## config.mk

```make
export PLATFORM = sky130hd
export DESIGN_NAME = xgmac_stats_pause
export DESIGN_NICKNAME = d
export VERILOG_FILES = /design/src/rtl/xgmac_stats_pkg.sv /design/src/rtl/xgmac_sat_cnt.sv /design/src/rtl/xgmac_stats_pause.sv
export SDC_FILE = /design/constraint.sdc
export NUM_CORES = 1
export LEC_CHECK = 0
export ABC_AREA = 0
export CAP_MARGIN = 10
export CORE_ASPECT_RATIO = 1.1
export CORE_UTILIZATION = 60
export CTS_BUF_LIST = sky130_fd_sc_hd__clkbuf_4
export DETAILED_ROUTE_END_ITERATION = 6
export GPL_TIMING_DRIVEN = 0
export HOLD_SLACK_MARGIN = 0.12
export PLACE_DENSITY_LB_ADDON = 0.08
export SLEW_MARGIN = 40
export SYNTH_ARGS = -nofsm -noshare
export SYNTH_HDL_FRONTEND = slang
export SYNTH_SLANG_ARGS = --single-unit
```

## constraint.sdc

```tcl
create_clock -name clk156 -period 5.85 [get_ports clk156]
set_input_delay 0.585 -clock clk156 [delete_from_list [all_inputs] [get_ports clk156]]
set_output_delay 0.585 -clock clk156 [all_outputs]
set_load 0.1 [all_outputs]
```

## src/rtl/xgmac_stats_pkg.sv

```systemverilog
// Shared constants for the 10G MAC statistics / pause glue: vector field
// positions, counter indices, host word map and the pause state encoding.
package xgmac_stats_pkg;

  localparam int unsigned RX_VEC_W = 30;
  localparam int unsigned TX_VEC_W = 26;
  localparam int unsigned BYTE_W   = 14;
  localparam int unsigned PAUSE_W  = 16;

  localparam int unsigned RX_GOOD_BIT  = 0;
  localparam int unsigned RX_BAD_BIT   = 1;
  localparam int unsigned RX_BYTES_LSB = 2;
  localparam int unsigned TX_GOOD_BIT  = 0;
  localparam int unsigned TX_BYTES_LSB = 1;

  localparam int unsigned NUM_CNT        = 6;
  localparam int unsigned CNT_RX_GOOD    = 0;
  localparam int unsigned CNT_RX_BAD     = 1;
  localparam int unsigned CNT_RX_BYTES   = 2;
  localparam int unsigned CNT_TX_GOOD    = 3;
  localparam int unsigned CNT_TX_BYTES   = 4;
  localparam int unsigned CNT_PAUSE_SENT = 5;

  // Word 2k = counter k low half, word 2k+1 = shared shadow; words >= WORD_RSVD read 0
  localparam int unsigned RD_W      = 32;
  localparam int unsigned ADDR_W    = 4;
  localparam int unsigned WORD_RSVD = 2 * NUM_CNT;

  typedef enum logic {
    IDLE = 1'b0,
    XOFF = 1'b1
  } pause_state_e;

endpackage

```

## src/rtl/xgmac_sat_cnt.sv

```systemverilog
// Saturating accumulator: adds inc every cycle, sticks at all-ones, clr wins.
module xgmac_sat_cnt
  import xgmac_stats_pkg::*;
#(
  parameter int unsigned CNT_W = 48
) (
  input  logic                clk,
  input  logic                rst_n,
  input  logic                clr,
  input  logic [BYTE_W-1:0]   inc,
  output logic [CNT_W-1:0]    cnt
);

  logic [CNT_W:0] sum_c;

  assign sum_c = {1'b0, cnt} + (CNT_W+1)'(inc);

  always_ff @(posedge clk or negedge rst_n) begin
    if (!rst_n) begin
      cnt <= '0;
    end else if (clr) begin
      cnt <= '0;
    end else if (sum_c[CNT_W]) begin
      cnt <= '1;
    end else begin
      cnt <= sum_c[CNT_W-1:0];
    end
  end

endmodule

```

## src/rtl/xgmac_stats_pause.sv

```systemverilog
// MAC statistics accumulation with torn-read-safe host access, plus
// 802.3x XOFF/XON generation from RX buffer fill with hysteresis and refresh.
module xgmac_stats_pause
  import xgmac_stats_pkg::*;
#(
  parameter int unsigned   CNT_W        = 48,
  parameter int unsigned   LVL_W        = 12,
  parameter int unsigned   HI_WM        = 3072,
  parameter int unsigned   LO_WM        = 1024,
  parameter logic [15:0]   PAUSE_QUANTA = 16'hFFFF,
  parameter int unsigned   REFRESH_CYC  = 4096
) (
  input  logic                 clk156,
  input  logic                 aresetn,
  input  logic                 rx_statistics_valid,
  input  logic [RX_VEC_W-1:0]  rx_statistics_vector,
  input  logic                 tx_statistics_valid,
  input  logic [TX_VEC_W-1:0]  tx_statistics_vector,
  input  logic [LVL_W-1:0]     fifo_level,
  input  logic                 pause_enable,
  output logic                 pause_req,
  output logic [PAUSE_W-1:0]   pause_val,
  input  logic [ADDR_W-1:0]    stat_addr,
  input  logic                 stat_rd,
  output logic [RD_W-1:0]      stat_rdata,
  output logic                 stat_rdack,
  input  logic                 stat_clr
);

  localparam int unsigned SHD_W = CNT_W - RD_W;
  localparam int unsigned REF_W = (REFRESH_CYC > 2) ? $clog2(REFRESH_CYC) : 1;

  logic [BYTE_W-1:0] inc [NUM_CNT];
  logic [CNT_W-1:0]  cnt [NUM_CNT];
  logic              pulse_c;

  // Fields outside the counted ones are intentionally ignored
  logic unused_vec_bits;
  assign unused_vec_bits = ^{rx_statistics_vector[RX_VEC_W-1:RX_BYTES_LSB+BYTE_W],
                             tx_statistics_vector[TX_VEC_W-1:TX_BYTES_LSB+BYTE_W]};

  always_comb begin
    inc[CNT_RX_GOOD]    = BYTE_W'(rx_statistics_valid & rx_statistics_vector[RX_GOOD_BIT]);
    inc[CNT_RX_BAD]     = BYTE_W'(rx_statistics_valid & rx_statistics_vector[RX_BAD_BIT]);
    inc[CNT_RX_BYTES]   = rx_statistics_valid ? rx_statistics_vector[RX_BYTES_LSB +: BYTE_W] : '0;
    inc[CNT_TX_GOOD]    = BYTE_W'(tx_statistics_valid & tx_statistics_vector[TX_GOOD_BIT]);
    inc[CNT_TX_BYTES]   = tx_statistics_valid ? tx_statistics_vector[TX_BYTES_LSB +: BYTE_W] : '0;
    inc[CNT_PAUSE_SENT] = BYTE_W'(pulse_c);
  end

  xgmac_sat_cnt #(.CNT_W(CNT_W)) u_rx_good (
    .clk(clk156), .rst_n(aresetn), .clr(stat_clr), .inc(inc[CNT_RX_GOOD]), .cnt(cnt[CNT_RX_GOOD]));
  xgmac_sat_cnt #(.CNT_W(CNT_W)) u_rx_bad (
    .clk(clk156), .rst_n(aresetn), .clr(stat_clr), .inc(inc[CNT_RX_BAD]), .cnt(cnt[CNT_RX_BAD]));
  xgmac_sat_cnt #(.CNT_W(CNT_W)) u_rx_bytes (
    .clk(clk156), .rst_n(aresetn), .clr(stat_clr), .inc(inc[CNT_RX_BYTES]), .cnt(cnt[CNT_RX_BYTES]));
  xgmac_sat_cnt #(.CNT_W(CNT_W)) u_tx_good (
    .clk(clk156), .rst_n(aresetn), .clr(stat_clr), .inc(inc[CNT_TX_GOOD]), .cnt(cnt[CNT_TX_GOOD]));
  xgmac_sat_cnt #(.CNT_W(CNT_W)) u_tx_bytes (
    .clk(clk156), .rst_n(aresetn), .clr(stat_clr), .inc(inc[CNT_TX_BYTES]), .cnt(cnt[CNT_TX_BYTES]));
  xgmac_sat_cnt #(.CNT_W(CNT_W)) u_pause_sent (
    .clk(clk156), .rst_n(aresetn), .clr(stat_clr), .inc(inc[CNT_PAUSE_SENT]), .cnt(cnt[CNT_PAUSE_SENT]));

  // Host read path: low word direct, high word from the single shared shadow
  logic [2:0]       rd_idx;
  logic [RD_W-1:0]  rd_word_c;
  logic [SHD_W-1:0] rd_hi_c;
  logic [SHD_W-1:0] shadow;
  logic             rd_in_map;

  assign rd_idx    = stat_addr[ADDR_W-1:1];
  assign rd_in_map = stat_addr < ADDR_W'(WORD_RSVD);

  always_comb begin
    rd_word_c = '0;
    rd_hi_c   = '0;
    if (rd_in_map) begin
      rd_hi_c = cnt[rd_idx][CNT_W-1:RD_W];
      if (stat_addr[0]) begin
        rd_word_c = RD_W'(shadow);
      end else begin
        rd_word_c = cnt[rd_idx][RD_W-1:0];
      end
    end
  end

  always_ff @(posedge clk156 or negedge aresetn) begin
    if (!aresetn) begin
      stat_rdata <= '0;
      stat_rdack <= 1'b0;
      shadow     <= '0;
    end else begin
      stat_rdack <= stat_rd;
      if (stat_rd) begin
        stat_rdata <= rd_word_c;
      end
      if (stat_clr) begin
        shadow <= '0;
      end else if (stat_rd && rd_in_map && !stat_addr[0]) begin
        shadow <= rd_hi_c;
      end
    end
  end

  // Pause FSM: hysteresis between watermarks, periodic XOFF refresh
  pause_state_e     state, state_nxt;
  logic [REF_W-1:0] refresh_cnt, refresh_nxt;
  logic [PAUSE_W-1:0] val_c;
  logic             exit_c;

  assign exit_c = !pause_enable || (fifo_level < LVL_W'(LO_WM));

  always_comb begin
    state_nxt   = state;
    refresh_nxt = refresh_cnt;
    pulse_c     = 1'b0;
    val_c       = pause_val;
    case (state)
      IDLE: begin
        if (pause_enable && (fifo_level >= LVL_W'(HI_WM))) begin
          state_nxt   = XOFF;
          refresh_nxt = REF_W'(REFRESH_CYC - 1);
          pulse_c     = 1'b1;
          val_c       = PAUSE_QUANTA;
        end
      end
      XOFF: begin
        if (exit_c) begin
          state_nxt   = IDLE;
          refresh_nxt = '0;
          pulse_c     = 1'b1;
          val_c       = '0;
        end else if (refresh_cnt == '0) begin
          refresh_nxt = REF_W'(REFRESH_CYC - 1);
          pulse_c     = 1'b1;
          val_c       = PAUSE_QUANTA;
        end else begin
          refresh_nxt = refresh_cnt - REF_W'(1);
        end
      end
      default: state_nxt = IDLE;
    endcase
  end

  always_ff @(posedge clk156 or negedge aresetn) begin
    if (!aresetn) begin
      state       <= IDLE;
      refresh_cnt <= '0;
      pause_req   <= 1'b0;
      pause_val   <= '0;
    end else begin
      state       <= state_nxt;
      refresh_cnt <= refresh_nxt;
      pause_req   <= pulse_c;
      pause_val   <= val_c;
    end
  end

endmodule
```

Word-level counts from Yosys, hierarchy flattened
Cells that the tools add are included.

Bits in registers: 367. Input bits: 79. Output and inout bits: 50. Word-level logic and storage cells: 76.

Add/subtract/negate cells: 7. Order comparisons: 4. Equal/unequal tests: 2. Muxes and demuxes: 36. Bitwise operators: 5. Reductions and logical operators: 9.

Operator list (number): $mux W48 (14); $add A48 B1 Y49 (4); $bmux W48 S3 (1); $add A48 B14 Y49 (2); $mux W16 (6); $mux W32 (2); $mux W12 (3); $pmux W16 S2 (1); $mux W14 (2); $pmux W12 S2 (1); $ge A12 B12 Y1 const B (1); $logic_not A12 Y1 (1); $lt A12 B11 Y1 const B (1); $sub A12 B1 Y12 const B (1); $ge A4 B4 Y1 const B (1); $lt A4 B4 Y1 const B (1); $mux W1 (4); $not A3 Y4 (1); $pmux W1 S2 (2); $and A1 B1 Y1 (3); $logic_and A1 B1 Y1 (3); $ne A3 B1 Y1 const B (1); $logic_not A1 Y1 (2); $ne A2 B2 Y1 const B (1); 4 further kinds (4).

Depth between registers and ports, before layout
Gate-level depths: netlist of run 1.

Depth in word-level cells: 7. Gate-level depth with buffers: 15.

Cells and area by module
Synthesis of run 1 repeated with hierarchy kept, for this count alone.

Cells, all modules: 2872. Area, all modules: 25844.8 sq um.

Modules (own cells, without submodules): xgmac_sat_cnt (instances 6, cells an instance 391, area each 3428.3 sq um); xgmac_stats_pause (instances 1, cells an instance 526, area each 5275.1 sq um).

Worst setup path before layout of run 1
Ideal clock, no wire load.

Kind: reg2reg. Start point: reg refresh_cnt[7]. End point: reg u_pause_sent.cnt[41]. Arrival time: 4.005 ns. Data required time: 5.772 ns. Slack: 1.767 ns. Stages on the path, launching flop included: 16. Path buffers: 2. Path through: dfrtp_1 or3_1 or4_1 nor3_1 a31oi_1 clkbuf_1 a21oi_1 ha_1 ha_1 nand2_1 nor3_2 nand4_1 nor3_1 nand2_1 clkbuf_1 a21oi_1.

Word-level cells in the longest chain between the ends: 7.

RTL lines: start, declared (line xgmac_stats_pause.sv:107) `logic [REF_W-1:0] refresh_cnt, refresh_nxt;`; start signal, assigned (line xgmac_stats_pause.sv:153) `refresh_cnt <= refresh_nxt;`; $logic_not A12 Y1 (line xgmac_stats_pause.sv:133) `end else if (refresh_cnt == '0) begin`; $mux W1 (line xgmac_stats_pause.sv:133); $mux W1 (line xgmac_stats_pause.sv:128) `if (exit_c) begin`; $pmux W1 S2 (line xgmac_stats_pause.sv:118) `case (state)`; net pulse_c (line xgmac_stats_pause.sv:35) `logic pulse_c;`; $add A48 B1 Y49 (line xgmac_sat_cnt.sv:16) `assign sum_c = {1'b0, cnt} + (CNT_W+1)'(inc);`; $mux W48 (line xgmac_sat_cnt.sv:23) `end else if (sum_c[CNT_W]) begin`; $mux W48 (line xgmac_sat_cnt.sv:21) `end else if (clr) begin`; end signal, assigned (line xgmac_sat_cnt.sv:26) `cnt <= sum_c[CNT_W-1:0];`; end, declared (line xgmac_sat_cnt.sv:11) `output logic [CNT_W-1:0] cnt`.

The timed path passes the listed nets, and every way through them passes these cells. A chain may end at the register's enable or synchronous reset.

Worst setup path after layout of run 1
Start point: reg refresh_cnt[7]. End point: reg u_pause_sent.cnt[1].

Same word-level chain as after synthesis.

==> results of run 1 <==
-- timing repair --
| action | in CTS | in global routing |
|---|---|---|
| setup buffers | 0 | 0 |
| resized for setup | 0 | 1 |
| endpoints found under the setup margin | 0 | 40 |
| hold buffers | 1 | 0 |
| hold endpoints to repair | 158 | 0 |
-- final cells by class --
cell class              instances  area (sq um)
well taps                     438           548
plain buffers                 138           626
flip-flops and latches        352          8810
diodes                          1          2.50
fillers                      2787         10700
multi-input cells            1649         11100
inverters                      74           278
clock inverters                30           225
clock buffers                 134          1010
repair buffers                 97           815
-- metrics by stage --
stage	std cells	total power, mW
floorplan	2213	3.71
global placement	2741	4.08
detailed placement	2747	4.05
CTS	2912	6.35
global route	2913	6.60
finish	2913	6.33
-- logic make-up after synthesis --
logic type	count (synthesis)	synth area share, %
multiplexers	109	8.17
AND/OR/NAND/NOR	749	18.6
buffers and inverters	212	4.33
adder cells (fa/ha/maj)	40	2.49
AO/OA/AOI/OAI	544	15.2
flip-flops	352	42.5
XOR/XNOR	207	8.75
-- power by group --
part / internal [mW] / switching, mW / leakage, nW
registers: 2.54 / 0.119 / 4.85
clock network: 1.23 / 1.09 / 0.728
logic: 0.383 / 0.971 / 4.38
total: 4.15 / 2.18 / 9.95
-- cell usage after synthesis (4+ instances only) --
cell type	instances	share of area [%]
a2111oi_0	5	0.21
a21oi_1	340	8.2
or3_1	13	0.39
nand4b_1	6	0.25
nand3_1	87	2.1
a311oi_1	12	0.51
mux2i_1	60	2.9
a31oi_1	23	0.69
or2_2	10	0.30
mux4_2	48	5.2
o21ai_0	31	0.75
a21o_1	17	0.62
inv_1	74	1.3
and2_1	50	1.5
xor2_1	129	5.4
buf_2	18	0.43
nand2b_1	7	0.21
nor3_2	4	0.19
xnor2_1	78	3.3
a41o_1	5	0.24
dfrtp_1	352	42
nand4_1	52	1.6
a211oi_1	36	1.3
and4_1	20	0.84
o21a_1	9	0.33
nor2b_1	4	0.12
a31o_2	6	0.25
nor3_1	49	1.2
nand2_1	130	2.4
ha_1	38	2.3
o22ai_1	33	1.0
buf_1	9	0.16
nor2_1	208	3.8
clkbuf_1	93	1.7
and3_1	68	2.1
nor4_1	13	0.39
or4_1	4	0.14
buf_4	15	0.54
-- routing by layer --
layer  global-route usage (%)  routed length, um  vias up
met4                     19.1               3070        2
met5                        0                 12        -
li1                         -                  -     8396
met3                     6.60               4740      179
met1                     46.3              25000     8895
met2                     58.4              29800      813
-- flip-flops by register name, summed over array words and instances, names as in the netlist, 16 cells and up --
signal / flops
u_rx_bad.cnt: 48
u_rx_good.cnt: 48
u_pause_sent.cnt: 48
u_tx_good.cnt: 48
shadow: 16
u_tx_bytes.cnt: 48
stat_rdata: 32
u_rx_bytes.cnt: 48
-- worst max path at each step --
stage	to	slack [ns]	cells after the start
6_report	u_pause_sent.cnt[1]$_DFF_PN0_	0.37	15
5_1_grt	u_pause_sent.cnt[14]$_DFF_PN0_	0.04	15
4_1_cts	u_pause_sent.cnt[1]$_DFF_PN0_	0.18	15
3_5_place_dp	u_pause_sent.cnt[17]$_DFF_PN0_	0.19	15
3_3_place_gp	u_rx_bytes.cnt[26]$_DFF_PN0_	-11.28	1
2_1_floorplan	u_pause_sent.cnt[41]$_DFF_PN0_	1.77	15
==> metrics, run 1 <==
clock tree from TritonCTS=done; post-synthesis cell type count=76; synthesized area per cell=9.37 sq um; largest fanout on the critical path=10; Worst setup EP type=flip-flop; layout overhead on the synthesized area=12.7%; die boundary width=179 um; Synth Instances=around 2200; GPL Wtd Cong=between 0.9 and 1; worst setup margin=around 0.37 ns; Final Hold Vio Count=0; Max Clk Rate=between 150 and 200 MHz; post-route minimum period=roughly 5.5 ns; clock skew after layout=between 0.06 and 0.07 ns; Mapped Area=approximately 21000 sq um; outcome=finished, violations left; period utilization=about 94%; cell area reported after detailed placement=around 22000 sq um; CTS root buf=clkbuf_4; Final Max Slew Viols=0; critical-path cell list=or3_1 -> or4_1 -> nor3_1 -> a31oi_1 -> clkbuf_1 -> a21oi_1 -> ha_1 -> ha_1 -> nand2_1 -> nor3_2 -> nand4_1 -> nor3_2 -> nand2_1 -> clkbuf_1 -> a21oi_1; average via count per standard cell=between 6 and 7; fraction of layout cells with a size suffix above 1=a little over an eighth; count of synthesis-stage warnings from yosys=0; number of enable-type register cells in the synthesized netlist=0; commonest non-fill, non-tap cell in the layout=dfrtp_1; GRT Util Overall=a little over a third; required time of the critical path=approximately 6.5 ns; count of input and output buffers=90; placed wire-length estimate=about 47000 um; antenna violations before repair=2; setup slack on the worst flop-to-flop path=0.37 ns; Worst-path clk slew=around 0.070 ns; leakage power of the design=approximately 10 nW; worst hold slack across all endpoints=around 0.27 ns; Max-cap violations=0; launching point of the worst reg2reg path=refresh_cnt[7]$_DFFE_PN0P_; startpoint class of the critical path=flip-flop; total I/O pin count=between 100 and 150; Hold Crit Class=in2async; number of detailed-route iterations in the first pass=7; delay of the slowest critical-path stage=~0.59 ns; setup repair after global routing missed its margin=no; Crit path buffers/inverters=2; drt initial violations=approximately 1700; Final setup viols=0; classification of the worst setup path=reg2reg; PD cells=roughly 270 nW/um^2; Sum Neg Setup Slack=0 ns; wire per inst=around 21 um; number of H-tree levels=3; failing checks=design-rule violations; register bit count reported by yosys=around 350; global-route wire length before repair=approximately 97000 um; detailed-route via count=between 15000 and 20000; residual DRC count=14; number of global-route vias before repair=about 18000; Slew Limit Headroom=39.1%; placeable core region=between 30000 and 40000 sq um; maximum number of pins on one net before global-route repair=75; worst slack at placement=approximately 0.19 ns; Worst R2R Path Depth=15; proportion of synthesized flip-flops having asynchronous set or reset=100%; Final ANT Viol Nets=0; Initial Utilization=between 60 and 70%; Core Rows=71; Final Util=68.5%; total routed wirelength=between 60000 and 70000 um; Post-Synthesis Net Count=2332; data arrival time of the critical path=roughly 6.2 ns; peak supply drop=0.296 mV; Setup crit start=refresh_cnt[7]$_DFFE_PN0P_; Least-Margin Pin Slew=0.913 ns; FF-to-FF End=u_pause_sent.cnt[1]$_DFF_PN0_; clock sink count=~350; die boundary height=between 150 and 200 um; CP delay by family, top=simple AND/OR/NAND/NOR gates; Layout Nets=about 2500; main flop type after synthesis=dfrtp_1; sequential-to-total area share from yosys stat=42.5%; source-to-sink clock delay at the later pin of the worst-skew pair=0.83 ns; cell with the largest stage delay on the worst path=nor3_2; final instance area=23400 sq um; total clock buffers created by CTS=slightly above 90; commonest cells after routing, fill and taps aside=352 x dfrtp_1, 340 x a21oi_1, 208 x nor2_1, 134 x clkbuf_4, 130 x nand2_1; Remaining Overflow, GRT=0; area enclosed by the die boundary=~35000 sq um; Longest Clk Path Bufs=3
(Power assumes the default switching activity.)
==> run 2: changes to the inputs <==
- CORE_MARGIN: not set -> 4
==> metrics, run 2 (same netlist as run 1, synthesis figures left out) <==
outcome=complete, no violations; worst hold slack across all endpoints=0.281 ns (+0.0102 ns); wire per inst=21.4 um (-0.41%); Max-cap violations=0 (unchanged); CTS root buf=clkbuf_4; startpoint class of the critical path=flip-flop; Final Max Slew Viols=0 (unchanged); commonest non-fill, non-tap cell in the layout=dfrtp_1; clock skew after layout=0.0484 ns (-0.0130 ns); Hold Crit Class=in2reg; area enclosed by the die boundary=37600 sq um (+6.5%); Final Util=68.6% (+0.092 points); residual DRC count=0 (-14); detailed-route via count=18300 (+0.26%); Remaining Overflow, GRT=0 (unchanged); clock tree from TritonCTS=done; data arrival time of the critical path=6.06 ns (-0.12 ns); count of input and output buffers=90 (unchanged); delay of the slowest critical-path stage=0.46 ns (-0.13 ns); Worst setup EP type=flip-flop; drt initial violations=1756 (+5.7%); number of global-route vias before repair=18100 (+3.0%); Max Clk Rate=186 MHz (+2.1%); maximum number of pins on one net before global-route repair=76 (+1.3%); peak supply drop=0.407 mV (+37%); clock sink count=352 (unchanged); die boundary width=185 um (+3.3%); placeable core region=34100 sq um (unchanged); non-filler instance count after layout=2910 (-0.10%); Final setup viols=0 (unchanged); global-route wire length before repair=97700 um (+1.2%); Final ANT Viol Nets=0 (unchanged); total clock buffers created by CTS=97 (+4.3%); critical-path cell list=or3_1 -> or4_1 -> nor3_1 -> a31oi_1 -> clkbuf_1 -> a21oi_1 -> ha_1 -> ha_1 -> nand2_1 -> nor3_4 -> nand4_1 -> nor3_2 -> nand2_1 -> clkbuf_1 -> a21oi_1; commonest cells after routing, fill and taps aside=352 x dfrtp_1, 340 x a21oi_1, 208 x nor2_1, 140 x clkbuf_4, 130 x nand2_1; largest fanout on the critical path=10 (unchanged); number of detailed-route iterations in the first pass=5 (-2); cell with the largest stage delay on the worst path=or4_1; period utilization=91.8% (-2.0 points); Least-Margin Pin Slew=0.889 ns (-0.0243 ns); die boundary height=203 um (+3.0%); Worst-path clk slew=0.07 ns (about the same); worst slack at placement=0.185 ns (-0.00183 ns); Longest Clk Path Bufs=3 (unchanged); number of H-tree levels=3 (unchanged); post-CTS setup buffer count=0 (unchanged); source-to-sink clock delay at the later pin of the worst-skew pair=0.82 ns (about the same); total routed wirelength=62300 um (-0.51%); Final Hold Vio Count=0 (unchanged); total instance count after detailed placement=2747 (unchanged); Layout Nets=2528 (+0.16%); worst setup margin=0.483 ns (+0.114 ns); average via count per standard cell=6.30 (+0.36%); GPL Wtd Cong=0.955 (-0.70%); required time of the critical path=6.55 ns (about the same); placed wire-length estimate=46200 um (-0.84%); classification of the worst setup path=reg2reg; antenna violations before repair=1 (-1); GRT Util Overall=33.2% (-3.0 points); leakage power of the design=9.99 nW (+0.36%); PD cells=272 nW/um^2 (+0.22%); setup repair after global routing missed its margin=no; Core Rows=71 (unchanged); Slew Limit Headroom=40.3% (+1.1 points); Initial Utilization=60.8% (unchanged); fraction of layout cells with a size suffix above 1=13.6% (+0.22 points); total I/O pin count=129 (unchanged); layout overhead on the synthesized area=12.9%; post-route minimum period=5.37 ns (-0.114 ns)
## run 2: repair_timing
action                     in CTS  in global routing
resized for setup               0                  2
hold buffers                    1                  0
setup endpoints to repair       0                 40
hold endpoints to repair      101                  0
## run 2: cell type report
class	count	area, sq um
diodes	1	2.50
plain buffers	138	627
clock buffers	140	1050
clock inverters	21	188
fillers	2819	10700
inverters	74	278
multi-input cells	1649	11100
flip-flops and latches	352	8810
well taps	438	548
repair buffers	97	831
## run 2: power breakdown
part	switching, mW	internal [mW]	leakage, nW
Combinational	0.979	0.385	4.40
Sequential	0.119	2.54	4.85
Clock	1.07	1.26	0.737
Total	2.17	4.19	9.99
## run 2: worst paths after layout
| kind | from | endpoint | slack, ns | depth (start not counted) |
|---|---|---|---|---|
| worst min-delay path | stat_rd | stat_rdack$_DFF_PN0_ | 0.28 | 1 |
| worst min register to register | refresh_cnt[0]$_DFFE_PN0P_ | refresh_cnt[0]$_DFFE_PN0P_ | 0.49 | 1 |
| worst max-delay path | refresh_cnt[7]$_DFFE_PN0P_ | u_pause_sent.cnt[1]$_DFF_PN0_ | 0.48 | 15 |
| min in group asynchronous | aresetn | stat_rdata[11]$_DFFE_PN0P_ | 0.37 | 3 |
| max in group asynchronous | aresetn | u_rx_bytes.cnt[33]$_DFF_PN0_ | 4.16 | 6 |
| worst max register to register | refresh_cnt[7]$_DFFE_PN0P_ | u_pause_sent.cnt[1]$_DFF_PN0_ | 0.48 | 15 |
## run 2: layer usage
layer  vias up  track usage, %  share of wire (%)
met5         -               0                  0
met3       181            6.02                6.5
met1      9028            43.2                 41
met2       731            54.1                 48
met4         0            15.5                4.8
li1       8392               -                  -
## run 2: critical path: cells and delay by family, from the launching register on
kind,cells,cell delay (ns)
adder cells (fa/ha/maj),2,0.49
buffers and inverters,2,0.70
AO/OA/AOI/OAI,3,0.95
flip-flops,1,0.41
AND/OR/NAND/NOR,8,2.73
## run 2: through the flow
| stage | cell area [sq um] | power [mW] | setup TNS [ns] |
|---|---|---|---|
| floorplan | 20700 | 3.71 | 0 |
| global placement | 22200 | 4.08 | -3977.37 |
| detailed placement | 22100 | 4.06 | 0 |
| CTS | 23400 | 6.38 | 0 |
| global route | 23400 | 6.65 | 0 |
| finish | 23400 | 6.35 | 0 |
==> run 3: changes to the inputs <==
- CAP_MARGIN: 10 -> not set
==> results of run 3 <==
No change in the layout: final DEF, timing and power equal those of run 2.
